[config.mk]
export PLATFORM = sky130hd
export DESIGN_NAME = agu_rs
export DESIGN_NICKNAME = d
export VERILOG_FILES = /design/src/rtl/agu_rs.sv
export SDC_FILE = /design/constraint.sdc
export NUM_CORES = 1
export LEC_CHECK = 0
export BUFFER_PORTS_ARGS = -buffer_cell sky130_fd_sc_hd__buf_2
export CORE_ASPECT_RATIO = 2
export CORE_MARGIN = 2
export CORE_UTILIZATION = 45
export CTS_CLUSTER_DIAMETER = 40
export DETAILED_ROUTE_END_ITERATION = 8
export HOLD_SLACK_MARGIN = 0.1
export PLACE_DENSITY = 0.65
export SYNTH_ARGS = -nofsm -noshare
export SYNTH_HDL_FRONTEND = slang
export SYNTH_SLANG_ARGS = --single-unit
[constraint.sdc]
create_clock -name clk -period 5 [get_ports clk]
set_input_delay 0.25 -clock clk [delete_from_list [all_inputs] [get_ports clk]]
set_output_delay 0.25 -clock clk [all_outputs]
set_load 0.02 [all_outputs]
[src/rtl/agu_rs.sv]
// agu_rs: address-generation reservation station feeding the load/store queue.
// Holds load/store uops until both sources are woken by the CDB, then reads the
// PRF, forms address / byte mask / lane-shifted store data and sends a one-cycle
// registered update keyed by rob_id.
// Optional build macro AGU_AGE_SELECT_EN: oldest-ready select via per-entry
// saturating age counters; when undefined, lowest-index select with no age state.
module agu_rs #(
    parameter int RS_DEPTH  = 4,
    parameter int ROB_ID_W  = 5,
    parameter int PRF_IDX_W = 6
) (
    input  logic                 clk,
    input  logic                 rst,
    input  logic                 backend_flush,
    input  logic                 ds_valid,
    output logic                 ds_ready,
    input  logic [ROB_ID_W-1:0]  ds_rob_id,
    input  logic [3:0]           ds_fu_opcode,
    input  logic [PRF_IDX_W-1:0] ds_rs1_phy,
    input  logic [PRF_IDX_W-1:0] ds_rs2_phy,
    input  logic                 ds_rs1_rdy,
    input  logic                 ds_rs2_rdy,
    input  logic [31:0]          ds_imm,
    input  logic                 cdb_valid,
    input  logic [PRF_IDX_W-1:0] cdb_rd_phy,
    output logic [PRF_IDX_W-1:0] prf_rs1_idx,
    output logic [PRF_IDX_W-1:0] prf_rs2_idx,
    input  logic [31:0]          prf_rs1_value,
    input  logic [31:0]          prf_rs2_value,
    output logic                 agu_valid,
    output logic [ROB_ID_W-1:0]  agu_rob_id,
    output logic [31:0]          agu_addr,
    output logic [3:0]           agu_mask,
    output logic [31:0]          agu_wdata,
    output logic [31:0]          agu_rs1_value_dbg,
    output logic [31:0]          agu_rs2_value_dbg
);

    localparam int IDX_W = (RS_DEPTH > 1) ? $clog2(RS_DEPTH) : 1;

    typedef struct packed {
        logic                 valid;
        logic [ROB_ID_W-1:0]  rob_id;
        logic [3:0]           op;
        logic [PRF_IDX_W-1:0] rs1_phy;
        logic [PRF_IDX_W-1:0] rs2_phy;
        logic                 rs1_rdy;
        logic                 rs2_rdy;
        logic [31:0]          imm;
`ifdef AGU_AGE_SELECT_EN
        logic [IDX_W-1:0]     age;
`endif
    } entry_t;

    entry_t ent_q [RS_DEPTH];
    entry_t ent_d [RS_DEPTH];

    logic             free_any;
    logic [IDX_W-1:0] alloc_idx;
    logic             do_alloc;
    logic             sel_found;
    logic [IDX_W-1:0] sel_idx;
    logic [31:0]      ex_addr;
    logic [3:0]       ex_mask;
    logic [31:0]      ex_wdata;

    logic                agu_valid_q, agu_valid_d;
    logic [ROB_ID_W-1:0] agu_rob_id_q, agu_rob_id_d;
    logic [31:0]         agu_addr_q, agu_addr_d;
    logic [3:0]          agu_mask_q, agu_mask_d;
    logic [31:0]         agu_wdata_q, agu_wdata_d;
    logic [31:0]         rs1_dbg_q, rs1_dbg_d;
    logic [31:0]         rs2_dbg_q, rs2_dbg_d;

    // Lowest-index free entry, judged on start-of-cycle occupancy only
    always_comb begin
        free_any  = 1'b0;
        alloc_idx = '0;
        for (int i = RS_DEPTH - 1; i >= 0; i--) begin
            if (!ent_q[i].valid) begin
                free_any  = 1'b1;
                alloc_idx = IDX_W'(i);
            end
        end
    end

    assign ds_ready = free_any;
    assign do_alloc = ds_valid && free_any && !backend_flush;

    // Issue select; entries allocated this cycle are not yet in ent_q so are never picked
`ifdef AGU_AGE_SELECT_EN
    logic [IDX_W-1:0] best_age;
    always_comb begin
        sel_found = 1'b0;
        sel_idx   = '0;
        best_age  = '0;
        for (int i = 0; i < RS_DEPTH; i++) begin
            if (ent_q[i].valid && ent_q[i].rs1_rdy && ent_q[i].rs2_rdy &&
                (!sel_found || ent_q[i].age > best_age)) begin
                sel_found = 1'b1;
                sel_idx   = IDX_W'(i);
                best_age  = ent_q[i].age;
            end
        end
    end
`else
    always_comb begin
        sel_found = 1'b0;
        sel_idx   = '0;
        for (int i = 0; i < RS_DEPTH; i++) begin
            if (ent_q[i].valid && ent_q[i].rs1_rdy && ent_q[i].rs2_rdy && !sel_found) begin
                sel_found = 1'b1;
                sel_idx   = IDX_W'(i);
            end
        end
    end
`endif

    assign prf_rs1_idx = ent_q[sel_idx].rs1_phy;
    assign prf_rs2_idx = ent_q[sel_idx].rs2_phy;

    // Address, byte mask and lane-shifted store data for the selected entry
    always_comb begin
        ex_addr  = prf_rs1_value + ent_q[sel_idx].imm;
        ex_mask  = 4'b1111;
        ex_wdata = prf_rs2_value;
        case (ent_q[sel_idx].op[1:0])
            2'b00: begin
                ex_mask  = 4'b0001 << ex_addr[1:0];
                ex_wdata = prf_rs2_value << {ex_addr[1:0], 3'b000};
            end
            2'b01: begin
                ex_mask  = 4'b0011 << {ex_addr[1], 1'b0};
                ex_wdata = prf_rs2_value << {ex_addr[1], 4'b0000};
            end
            default: begin
                ex_mask  = 4'b1111;
                ex_wdata = prf_rs2_value;
            end
        endcase
        if (!ent_q[sel_idx].op[3]) begin
            ex_wdata = '0;
        end
    end

    // Entry next state: wakeup, free on issue, allocate, flush has final say
    always_comb begin
        ent_d = ent_q;
        for (int i = 0; i < RS_DEPTH; i++) begin
            if (ent_q[i].valid && cdb_valid) begin
                if (ent_q[i].rs1_phy == cdb_rd_phy) ent_d[i].rs1_rdy = 1'b1;
                if (ent_q[i].rs2_phy == cdb_rd_phy) ent_d[i].rs2_rdy = 1'b1;
            end
        end
        if (sel_found) begin
            ent_d[sel_idx].valid = 1'b0;
        end
        if (do_alloc) begin
`ifdef AGU_AGE_SELECT_EN
            for (int i = 0; i < RS_DEPTH; i++) begin
                if (ent_q[i].valid && ent_q[i].age != '1) begin
                    ent_d[i].age = ent_q[i].age + 1'b1;
                end
            end
            ent_d[alloc_idx].age = '0;
`endif
            ent_d[alloc_idx].valid   = 1'b1;
            ent_d[alloc_idx].rob_id  = ds_rob_id;
            ent_d[alloc_idx].op      = ds_fu_opcode;
            ent_d[alloc_idx].rs1_phy = ds_rs1_phy;
            ent_d[alloc_idx].rs2_phy = ds_rs2_phy;
            ent_d[alloc_idx].imm     = ds_imm;
            ent_d[alloc_idx].rs1_rdy = ds_rs1_rdy || (ds_rs1_phy == '0) ||
                                       (cdb_valid && cdb_rd_phy == ds_rs1_phy);
            // Loads never read rs2, so it is born ready
            ent_d[alloc_idx].rs2_rdy = !ds_fu_opcode[3] || ds_rs2_rdy || (ds_rs2_phy == '0) ||
                                       (cdb_valid && cdb_rd_phy == ds_rs2_phy);
        end
        if (backend_flush) begin
            for (int i = 0; i < RS_DEPTH; i++) begin
                ent_d[i] = '0;
            end
        end
    end

    // Entry storage
    always_ff @(posedge clk or negedge rst) begin
        if (!rst) begin
            for (int i = 0; i < RS_DEPTH; i++) begin
                ent_q[i] <= '0;
            end
        end else begin
            ent_q <= ent_d;
        end
    end

    // Output register next state: capture on issue, cleared by flush
    always_comb begin
        agu_valid_d  = sel_found;
        agu_rob_id_d = agu_rob_id_q;
        agu_addr_d   = agu_addr_q;
        agu_mask_d   = agu_mask_q;
        agu_wdata_d  = agu_wdata_q;
        rs1_dbg_d    = rs1_dbg_q;
        rs2_dbg_d    = rs2_dbg_q;
        if (sel_found) begin
            agu_rob_id_d = ent_q[sel_idx].rob_id;
            agu_addr_d   = ex_addr;
            agu_mask_d   = ex_mask;
            agu_wdata_d  = ex_wdata;
            rs1_dbg_d    = prf_rs1_value;
            rs2_dbg_d    = prf_rs2_value;
        end
        if (backend_flush) begin
            agu_valid_d  = 1'b0;
            agu_rob_id_d = '0;
            agu_addr_d   = '0;
            agu_mask_d   = '0;
            agu_wdata_d  = '0;
            rs1_dbg_d    = '0;
            rs2_dbg_d    = '0;
        end
    end

    // Output register
    always_ff @(posedge clk or negedge rst) begin
        if (!rst) begin
            agu_valid_q  <= 1'b0;
            agu_rob_id_q <= '0;
            agu_addr_q   <= '0;
            agu_mask_q   <= '0;
            agu_wdata_q  <= '0;
            rs1_dbg_q    <= '0;
            rs2_dbg_q    <= '0;
        end else begin
            agu_valid_q  <= agu_valid_d;
            agu_rob_id_q <= agu_rob_id_d;
            agu_addr_q   <= agu_addr_d;
            agu_mask_q   <= agu_mask_d;
            agu_wdata_q  <= agu_wdata_d;
            rs1_dbg_q    <= rs1_dbg_d;
            rs2_dbg_q    <= rs2_dbg_d;
        end
    end

    assign agu_valid         = agu_valid_q;
    assign agu_rob_id        = agu_rob_id_q;
    assign agu_addr          = agu_addr_q;
    assign agu_mask          = agu_mask_q;
    assign agu_wdata         = agu_wdata_q;
    assign agu_rs1_value_dbg = rs1_dbg_q;
    assign agu_rs2_value_dbg = rs2_dbg_q;

endmodule

# After elaboration in Yosys (flattened, before gate mapping)
# Cells that the tools add are included.
[totals] register_bits=362 in_bits=130 output_inout_bits=151 wordCells=172
[classes] addsub=1 magnitude_cmp=4 n_eq_ne=11 shifts=4 muxes=76 n_bitwise=2 n_reduce_logical=35
[ops] cell="$bwmux 224" n=9
[ops] cell="$demux 56 s2" n=9
[ops] cell="$mux 224" n=3
[ops] cell="$mux 32" n=10
[ops] cell="$mux 55" n=3
[ops] cell="$bmux 56 s2" n=1
[ops] cell="$mux 56" n=2
[ops] cell="$pmux 32 s2" n=1
[ops] cell="$shl 32x5->32" n=2
[ops] cell="$eq 6x6->1" n=10
[ops] cell="$mux 50" n=1
[ops] cell="$mux 46" n=1
[ops] cell="$mux 40" n=1
[ops] cell="$mux 34" n=1
[ops] cell="$mux 33" n=1
[ops] cell="$add 32x32->32" n=1
[ops] cell="$logic_and 1x1->1" n=21
[ops] cell="$mux 2" n=10
[ops] cell="$mux 1" n=18
[ops] cell="$logic_not 6->1" n=2
[ops] cell="$mux 5" n=2
[ops] cell="$mux 4" n=2
[ops] cell="$pmux 4 s2" n=1
[ops] cell="$ge 3x3->1 const B" n=2
[ops] cell="9 further kinds" n=19

# Logic depth before layout (Yosys ltp)
# Gate-level depths: netlist (run 1).
[logic_depth] ltp_word=29 mapped_depth=19 ltp_nobuf=15

# Worst setup path after synthesis (run 1)
# OpenSTA, ideal clock, no wires.
[synth_path] path_kind="register -> register" start="register ent_q[55] (netlist name)" end="register agu_addr_q[26] (netlist: agu_addr[26])" setup_time_ns=0.135 t_arrival_ns=4.125 slack_ns=0.740 stages_incl_launch_ff=19 n_path_buf=3 period_less_slack_ns=4.260 path_cell_list="dfrtp_1 -> and3_1 -> nand4_4 -> and2_1 -> buf_6 -> clkbuf_1 -> clkbuf_1 -> a221oi_1 -> a31oi_1 -> ha_1 -> fa_1 -> a21o_1 -> a21oi_1 -> o21ai_1 -> a211oi_1 -> o31ai_2 -> a31oi_1 -> xor2_1 -> o21ai_0"
[synth_between] elab_chain_len=11 elab_cells_between_ends=13
[synth_lines] item="start: declaration" line_no="55" rtl="entry_t ent_q [RS_DEPTH];"
[synth_lines] item="start signal: assignment" line_no="193" rtl="ent_q <= ent_d;"
[synth_lines] item="$logic_and 1x1->1 (*) (3 in a row)" line_no="111" rtl="if (ent_q[i].valid && ent_q[i].rs1_rdy && ent_q[i].rs2_rdy && !sel_found) begin"
[synth_lines] item="$mux 2" line_no="111"
[synth_lines] item="$not 2->3 (not written as such)" line_no="124" rtl="ex_addr = prf_rs1_value + ent_q[sel_idx].imm;"
[synth_lines] item="$bmux 56 s2" line_no="124"
[synth_lines] item="$mux 55 (2 in a row)"
[synth_lines] item="$add 32x32->32" line_no="124"
[synth_lines] item="$mux 32" line_no="206" rtl="if (sel_found) begin"
[synth_lines] item="$mux 32" line_no="214" rtl="if (backend_flush) begin"
[synth_lines] item="end signal: assignment" line_no="238" rtl="agu_addr_q <= agu_addr_d;"
[synth_lines] item="end: declaration" line_no="69" rtl="logic [31:0] agu_addr_q, agu_addr_d;"
# Every way passes the cells marked *; elsewhere a longest branch is shown, timed or not. The select of a mux whose other input is x is not followed.
# A chain may end at the register's enable or synchronous reset.

# Worst setup path in the final report (run 1)
[layout_path] start="register ent_q[167] (netlist name)" end="register agu_addr_q[26] (netlist: agu_addr[26])"
[layout_between] elab_chain_len=17 elab_cells_between_ends=21
[layout_lines] item="$logic_and 1x1->1 (*) (3 in a row)" line_no="111"
[layout_lines] item="$mux 1" line_no="111"
[layout_lines] item="$logic_not 1->1" line_no="111"
[layout_lines] item="$logic_and 1x1->1" line_no="111"
[layout_lines] item="$mux 1" line_no="111"
[layout_lines] item="$logic_not 1->1" line_no="111"
[layout_lines] item="$logic_and 1x1->1" line_no="111"
[layout_lines] item="$mux 2" line_no="111"
[layout_lines] item="$not 2->3 (not written as such)" line_no="124"
[layout_lines] item="$bmux 56 s2" line_no="124"
[layout_lines] item="$mux 55 (2 in a row)"
[layout_lines] item="$add 32x32->32" line_no="124"
[layout_lines] item="$mux 32" line_no="206"
[layout_lines] item="$mux 32" line_no="214"
# Marks and branches as above.

==> impl_metrics.py, run 1 <==
metrics = {
    "cts": {
        "cts_buffers": 40,
        "cts_tree": "done",
        "clock_latency_ns": 0.55,
        "clk_pin_slew_ns": 0.06,
        "clock_path_buffers": 3,
        "cts_setup_buffers": 0,
        "cts-root-buf": "clkbuf_16",
        "clkSinkCount": 358,
        "htree_levels": 2,
    },
    "die": {
        "rows": 103,
        "start_util_pct": 45.34,
        "fp.dieW_um": 144.5,
        "die_h_um": 285.0,
        "dieArea_sq_mm": 0.04118,
        "core_sq_mm": 0.03918,
        "io_pins": 281,
    },
    "setup_path": {
        "cpPeakStageDelay_ns": 0.47,
        "critPathMaxFanout": 17,
        "path_cells": "and3_1 -> nand2_2 -> and2_4 -> a221oi_1 -> a31oi_1 -> ha_1 -> fa_1 -> a21o_1 -> a21oi_1 -> o21ai_1 -> a211oi_1 -> buf_4 -> o31ai_2 -> a31oi_1 -> xor2_1 -> o21ai_0",
        "startpoint_type": "flop",
        "worst_path_most_repeated_cell": "a31oi_1",
        "cp-end-kind": "flop",
        "slowest_stage": "dfrtp_1",
        "critPathArrivalTime_ns": 4.95,
        "worstPathRequired_ns": 5.43,
        "worstSetupPathType": "flop to flop",
    },
    "power": {
        "leakage_nw": 10.38,
        "finalPower_w": 0.006930,
        "p_per_area_mw_per_mm2": 311.1,
        "ir_worst_vdd_mv": 0.3128,
    },
    "synthesis": {
        "synth_top_family_by_area": "compound AO/OA/AOI/OAI gates",
        "synth_top_area_share_pct": 50.43,
        "ys_types": 73,
        "yosys.cell_count.top_type": "nand2_1",
        "synthAdderAreaFrac_pct": 2.648,
        "synthXorXnorAreaFrac_pct": 4.092,
        "synth_mux_area_share_pct": 1.578,
        "yosys.area_share.simple_pct": 15.00,
        "ys_dominant_reg_cell": "dfrtp_1",
        "synth_area_leaders": "dfrtp_1 50%, nand2_1 10%, a22o_1 6.3%",
        "ys_seq_area_share_pct": 50.43,
        "syn_area_sq_mm": 0.01776,
        "syn_area_per_cell_sq_um": 9.389,
        "synth_compound_area_share_pct": 22.62,
        "synth-async-reset-ratio_pct": 100.0,
        "synth_warnings": 0,
        "synth_commonest_cells": "478 x nand2_1, 358 x dfrtp_1, 221 x a21oi_1",
        "syn_inst": 1892,
        "syn_nets": 2059,
        "synth_enable_flop_cells": 0,
        "yosysTopAreaCell": "dfrtp_1",
        "ys_seq_elements": 358,
    },
    "placed_design": {
        "dp_hpwl_um": 38040,
        "io_buffers": 279,
        "gp_congestion": 0.8583,
    },
    "detailed_routing": {
        "postRouteAntennaNets": 0,
        "vias_per_cell": 5.749,
        "dr.first_iter.drc_count": 1036,
        "dr.pass1.iters": 5,
        "drc": 0,
        "wl_per_cell_um": 21.18,
        "wl_um": 58980,
        "num_vias": 16010,
    },
    "sta": {
        "timing.final.max_slew_violations": 0,
        "hold_violations": 0,
        "fin_crit_ns": 4.523,
        "setup_viol": 0,
        "fmax_mhz": 221.1,
        "rsz0062_at_grt": "false",
        "clock_skew_ns": 0.02427,
        "relSlewSlack_pct": 21.04,
        "tns_ns": 0,
        "fin_crit_sh_pct": 90.45,
        "tightest_slew_ns": 1.168,
    },
    "grt": {
        "antenna_found_initial": 3,
        "grt_pass1_vias": 16060,
        "gr-total-overflow": 0,
        "grt_max_degree": 157,
        "grt.total_usage_pct": 28.71,
        "grt_first_pass_wirelength_um": 92470,
    },
    "finish": {
        "fin_nets": 2390,
        "areaGrowthSynthToFinish_pct": 25.42,
        "n_fill_cell": 3566,
        "drive_gt1_share_pct": 18.49,
    },
    "flow_run": {
        "maxCapViolCount": 0,
    },
    "run_status": {
        "status": "finished, final reports clean",
    },
    "min_path": {
        "hp-class": "input pin to flop",
    },
}
-- final cells by class --
type	instances	area, sq um	share of cell area (%)
flip-flops and latches	358	8959	40.21
clock buffers	48	1104	4.953
repair buffers	435	2947	13.23
multi-input cells	1371	8257	37.06
well taps	525	656.9	2.948
inverters	17	63.81	0.2864
clock inverters	26	282.8	1.269
diodes	4	10.01	0.04493
-- logic make-up after synthesis --
group           Yosys count
compound gates          596
fa+ha+maj                37
simple gates            627
buf+inv                 163
flops                   358
mux                      28
xor+xnor                 83
-- stage by stage --
step	utilization, %	area, sq um	cells	worst slack, ns	hold WS [ns]
floorplan	-	17760	1892	0.7402	-0.04559
global placement	50.24	19680	2586	0.6046	0.4025
detailed placement	50.24	19680	2586	0.5522	0.4042
CTS	56.84	22270	2780	0.5352	0.1036
global route	56.85	22270	2782	0.1300	0.1392
finish	56.87	22280	2784	0.4773	0.1066
-- final timing paths --
check | from | end | slack (ns) | cells after the start
worst max-delay path | ent_q[167]$_DFF_PN0_ | agu_addr[26]$_DFFE_PN0P_ | 0.48 | 16
worst min-delay path | backend_flush | agu_rs1_value_dbg[5]$_DFFE_PN0P_ | 0.11 | 2
worst max register to register | ent_q[167]$_DFF_PN0_ | agu_addr[26]$_DFFE_PN0P_ | 0.48 | 16
worst min register to register | agu_addr[24]$_DFFE_PN0P_ | agu_addr[24]$_DFFE_PN0P_ | 0.48 | 2
max in group asynchronous | rst | agu_addr[22]$_DFFE_PN0P_ | 3.29 | 3
min in group asynchronous | rst | ent_q[211]$_DFFE_PN0P_ | 0.32 | 2
-- routing by layer --
metal / track usage, % / vias up / part of all wire [%]
met2: 47.07 / 583 / 48
met3: 4.030 / 112 / 5.9
met5: 0 / - / 0.022
met4: 11.07 / 2 / 4.1
met1: 38.45 / 7863 / 42
li1: - / 7445 / -
-- flip-flops by register name, indices dropped and copies added, names as in the netlist --
signal,cells
agu_wdata,32
agu_addr,32
ent_q,220
agu_mask,4
agu_rob_id,5
agu_rs2_value_dbg,32
agu_rs1_value_dbg,32
agu_valid,1
-- cell usage in the layout (no fill, tap or decap), types with 8 or more instances in the layout --
master / netlist / routed
nand2_1: 478 / 478
dfrtp_1: 358 / 358
buf_2: 10 / 277
a21oi_1: 221 / 219
a22o_1: 128 / 128
dlygate4sd3_1: 0 / 120
xor2_1: 52 / 52
o21ai_0: 51 / 51
clkbuf_16: 0 / 42
nor2_1: 44 / 41
a221oi_1: 40 / 40
ha_1: 36 / 36
a31oi_1: 34 / 34
xnor2_1: 31 / 31
buf_4: 1 / 31
mux2i_1: 28 / 28
o221ai_1: 18 / 18
o21ai_1: 19 / 18
nand3_1: 17 / 16
inv_1: 16 / 16
a222oi_1: 16 / 16
nand4_1: 13 / 13
nor4_1: 13 / 12
a21o_1: 12 / 12
a211oi_1: 10 / 10
nor3_1: 9 / 9
and3_1: 10 / 8
or4_1: 8 / 8
-- where the power goes --
group | internal (W) | total (W) | switching (W)
Clock | 0.00177 | 0.00310 | 0.00132
Combinational | 0.000326 | 0.000837 | 0.000511
Sequential | 0.00295 | 0.00300 | 0.0000416
Total | 0.00505 | 0.00693 | 0.00188
-- worst max-delay path, delay by kind of cell (launching register included) --
family	cells	cell delay (ns)
flip-flops	1	0.47
AO/OA/AOI/OAI	9	1.95
AND/OR/NAND/NOR	3	0.93
XOR/XNOR	1	0.18
buffers and inverters	1	0.17
adder cells (fa/ha/maj)	2	0.69
-- repair_timing --
action / 4_1_cts / 5_1_grt
gates resized for setup: 0 / 0
endpoints found under the hold margin: 422 / 0
hold buffers: 120 / 0
Note: power is estimated with default switching activity, not from simulation.
==> run 2, diff against run 1 <==
- CORE_ASPECT_RATIO: 2 -> not set
- SKIP_CTS_REPAIR_TIMING: not set -> 1
==> run 2 against run 1 <==
  * Utilization is 1.5 points higher
  * Cell count is 0.36% higher
  * Cell area is 1.7% higher
  * Power is 11% higher
  * Critical path type unchanged
  * Critical endpoint is now agu_addr[30]$_DFFE_PN0P_
==> impl_metrics.py, run 2 (synthesis results as in run 1) <==
metrics = {
    "power": {
        "clkPwrFrac_pct": 50.0,
        "p_per_area_mw_per_mm2": 338.3,
        "switchingPower_w": 0.001984,
        "leakage_nw": 10.57,
        "p_comb_share_pct": 10.8,
        "internal-power_w": 0.005683,
        "ir_worst_vdd_mv": 0.2668,
        "seqPwrFrac_pct": 39.1,
        "sw_frac_of_total_pct": 25.88,
    },
    "grt": {
        "grt_first_pass_wirelength_um": 90120,
        "grt_max_degree": 116,
        "grt_pass1_vias": 15560,
        "gr-total-overflow": 0,
        "antenna_found_initial": 5,
        "grt.total_usage_pct": 27.72,
    },
    "cts": {
        "clock_latency_ns": 0.59,
        "clkSinkCount": 358,
        "cts_tree": "done",
        "cts-root-buf": "clkbuf_16",
        "htree_levels": 2,
        "clk_pin_slew_ns": 0.05,
        "clock_path_buffers": 3,
        "cts_buffers": 53,
    },
    "finish": {
        "final_util_pct": 58.37,
        "final_cell_mix": "478 x nand2_1, 358 x dfrtp_1, 277 x buf_2",
        "fin_nets": 2397,
        "largest_register": "ent_q",
        "largest_reg_flops": 220,
        "fin_area_sq_mm": 0.02266,
        "final_common_cell": "nand2_1",
        "final_cells": 2794,
        "drive_gt1_share_pct": 19.14,
        "areaGrowthSynthToFinish_pct": 27.59,
    },
    "die": {
        "die_h_um": 202.7,
        "io_pins": 281,
        "start_util_pct": 45.75,
        "fp.dieW_um": 202.7,
        "core_sq_mm": 0.03883,
        "rows": 72,
        "dieArea_sq_mm": 0.04108,
    },
    "setup_path": {
        "critPathMaxFanout": 50,
        "r2r_cells": 15,
        "critPathArrivalTime_ns": 5.08,
        "startpoint_type": "flop",
        "worstSetupPathType": "flop to flop",
        "cp-end-kind": "flop",
        "worstPathRequired_ns": 5.47,
    },
    "detailed_routing": {
        "dr.pass1.iters": 7,
        "dr.first_iter.drc_count": 1318,
        "drc": 0,
        "num_vias": 16410,
        "postRouteAntennaNets": 0,
        "wl_um": 58870,
        "wl_per_cell_um": 21.07,
        "vias_per_cell": 5.873,
    },
    "sta": {
        "rsz0062_at_grt": "false",
        "setup_viol": 0,
        "fin_crit_sh_pct": 92.16,
        "tns_ns": 0,
        "fmax_mhz": 217.0,
        "timing.final.max_slew_violations": 0,
        "relSlewSlack_pct": 22.99,
        "tightest_slew_ns": 1.155,
        "hold_violations": 0,
        "fin_crit_ns": 4.608,
        "clock_skew_ns": 0.01847,
    },
    "flow_run": {
        "maxCapViolCount": 0,
    },
    "placed_design": {
        "io_buffers": 279,
        "gp_congestion": 0.9071,
        "place_inst": 2573,
        "detailed_place.area_sq_mm": 0.01961,
        "dp_hpwl_um": 37680,
    },
    "run_status": {
        "status": "finished, final reports clean",
    },
    "min_path": {
        "hp-class": "input pin to flop",
        "worstHoldPathCells": 2,
    },
}
==> run 2: changes by cell type in the layout (fill, tap and decap cells not counted), sizes merged <==
cell      change
clkinvlp      +1
bufinv        +3
diode         -1
buf           -6
clkinv        +3
clkbuf       +17
==> run 2: worst max-delay path, cell delays in order, from the launching register on <==
cell      delay [ns]
dfrtp_1         0.47
and3_1          0.36
nand4_4         0.21
and2_4          0.40
a221oi_1        0.33
a31oi_1         0.09
ha_1            0.26
fa_1            0.43
a21o_1          0.19
a21oi_1         0.22
o21ai_1         0.15
a211oi_1        0.54
o31ai_2         0.23
a41oi_1         0.32
mux2i_1         0.22
nand2_1         0.06
==> run 2: through the flow <==
| stage | power [W] | setup slack, ns | hold WS (ns) |
|---|---|---|---|
| 2_1_floorplan | 0.003470 | 0.7402 | -0.04559 |
| 3_3_place_gp | 0.003779 | 0.5218 | 0.2387 |
| 3_5_place_dp | 0.003794 | 0.4304 | 0.2434 |
| 4_1_cts | 0.007633 | 0.4256 | -0.3869 |
| 5_1_grt | 0.007934 | 0.02120 | 0.1522 |
| 6_report | 0.007668 | 0.3922 | 0.1397 |
==> run 2: worst paths after layout <==
kind / endpoint / slack (ns) / from
min reg2reg: agu_addr[24]$_DFFE_PN0P_ / 0.48 / agu_addr[24]$_DFFE_PN0P_
min: agu_rs1_value_dbg[25]$_DFFE_PN0P_ / 0.14 / backend_flush
max reg2reg: agu_addr[30]$_DFFE_PN0P_ / 0.39 / ent_q[55]$_DFF_PN0_
max: agu_addr[30]$_DFFE_PN0P_ / 0.39 / ent_q[55]$_DFF_PN0_
min in group asynchronous: agu_rs1_value_dbg[18]$_DFFE_PN0P_ / 0.20 / rst
max in group asynchronous: ent_q[35]$_DFFE_PN0P_ / 3.49 / rst
==> run 2: power groups by stage <==
stage	Sequential (W)	Clock, W	Combinational [W]
final	0.00300	0.00384	0.000830
after global routing	0.00300	0.00403	0.000902
after floorplan	0.00305	0	0.000425
after CTS	0.00300	0.00389	0.000749
after detailed placement	0.00305	0	0.000746
after global placement	0.00305	0	0.000734
==> run 2: final cells by class <==
type / instances / area (sq um)
clock buffer: 65 / 1461
tap: 518 / 648.1
multi-input combinational: 1371 / 8247
clock inverter: 33 / 389.1
fill: 3394 / 16160
antenna: 3 / 7.507
sequential: 358 / 8959
inverter: 17 / 63.81
timing repair buffer: 429 / 2889
==> run 2: routing by layer <==
layer  track usage (%)  part of all wire (%)  vias up
li1                  -                     -     7478
met1             40.33                    45     8156
met2             43.29                    46      692
met3             4.735                   7.4       80
met4             6.648                   1.7        4
met5                 0                 0.041        -
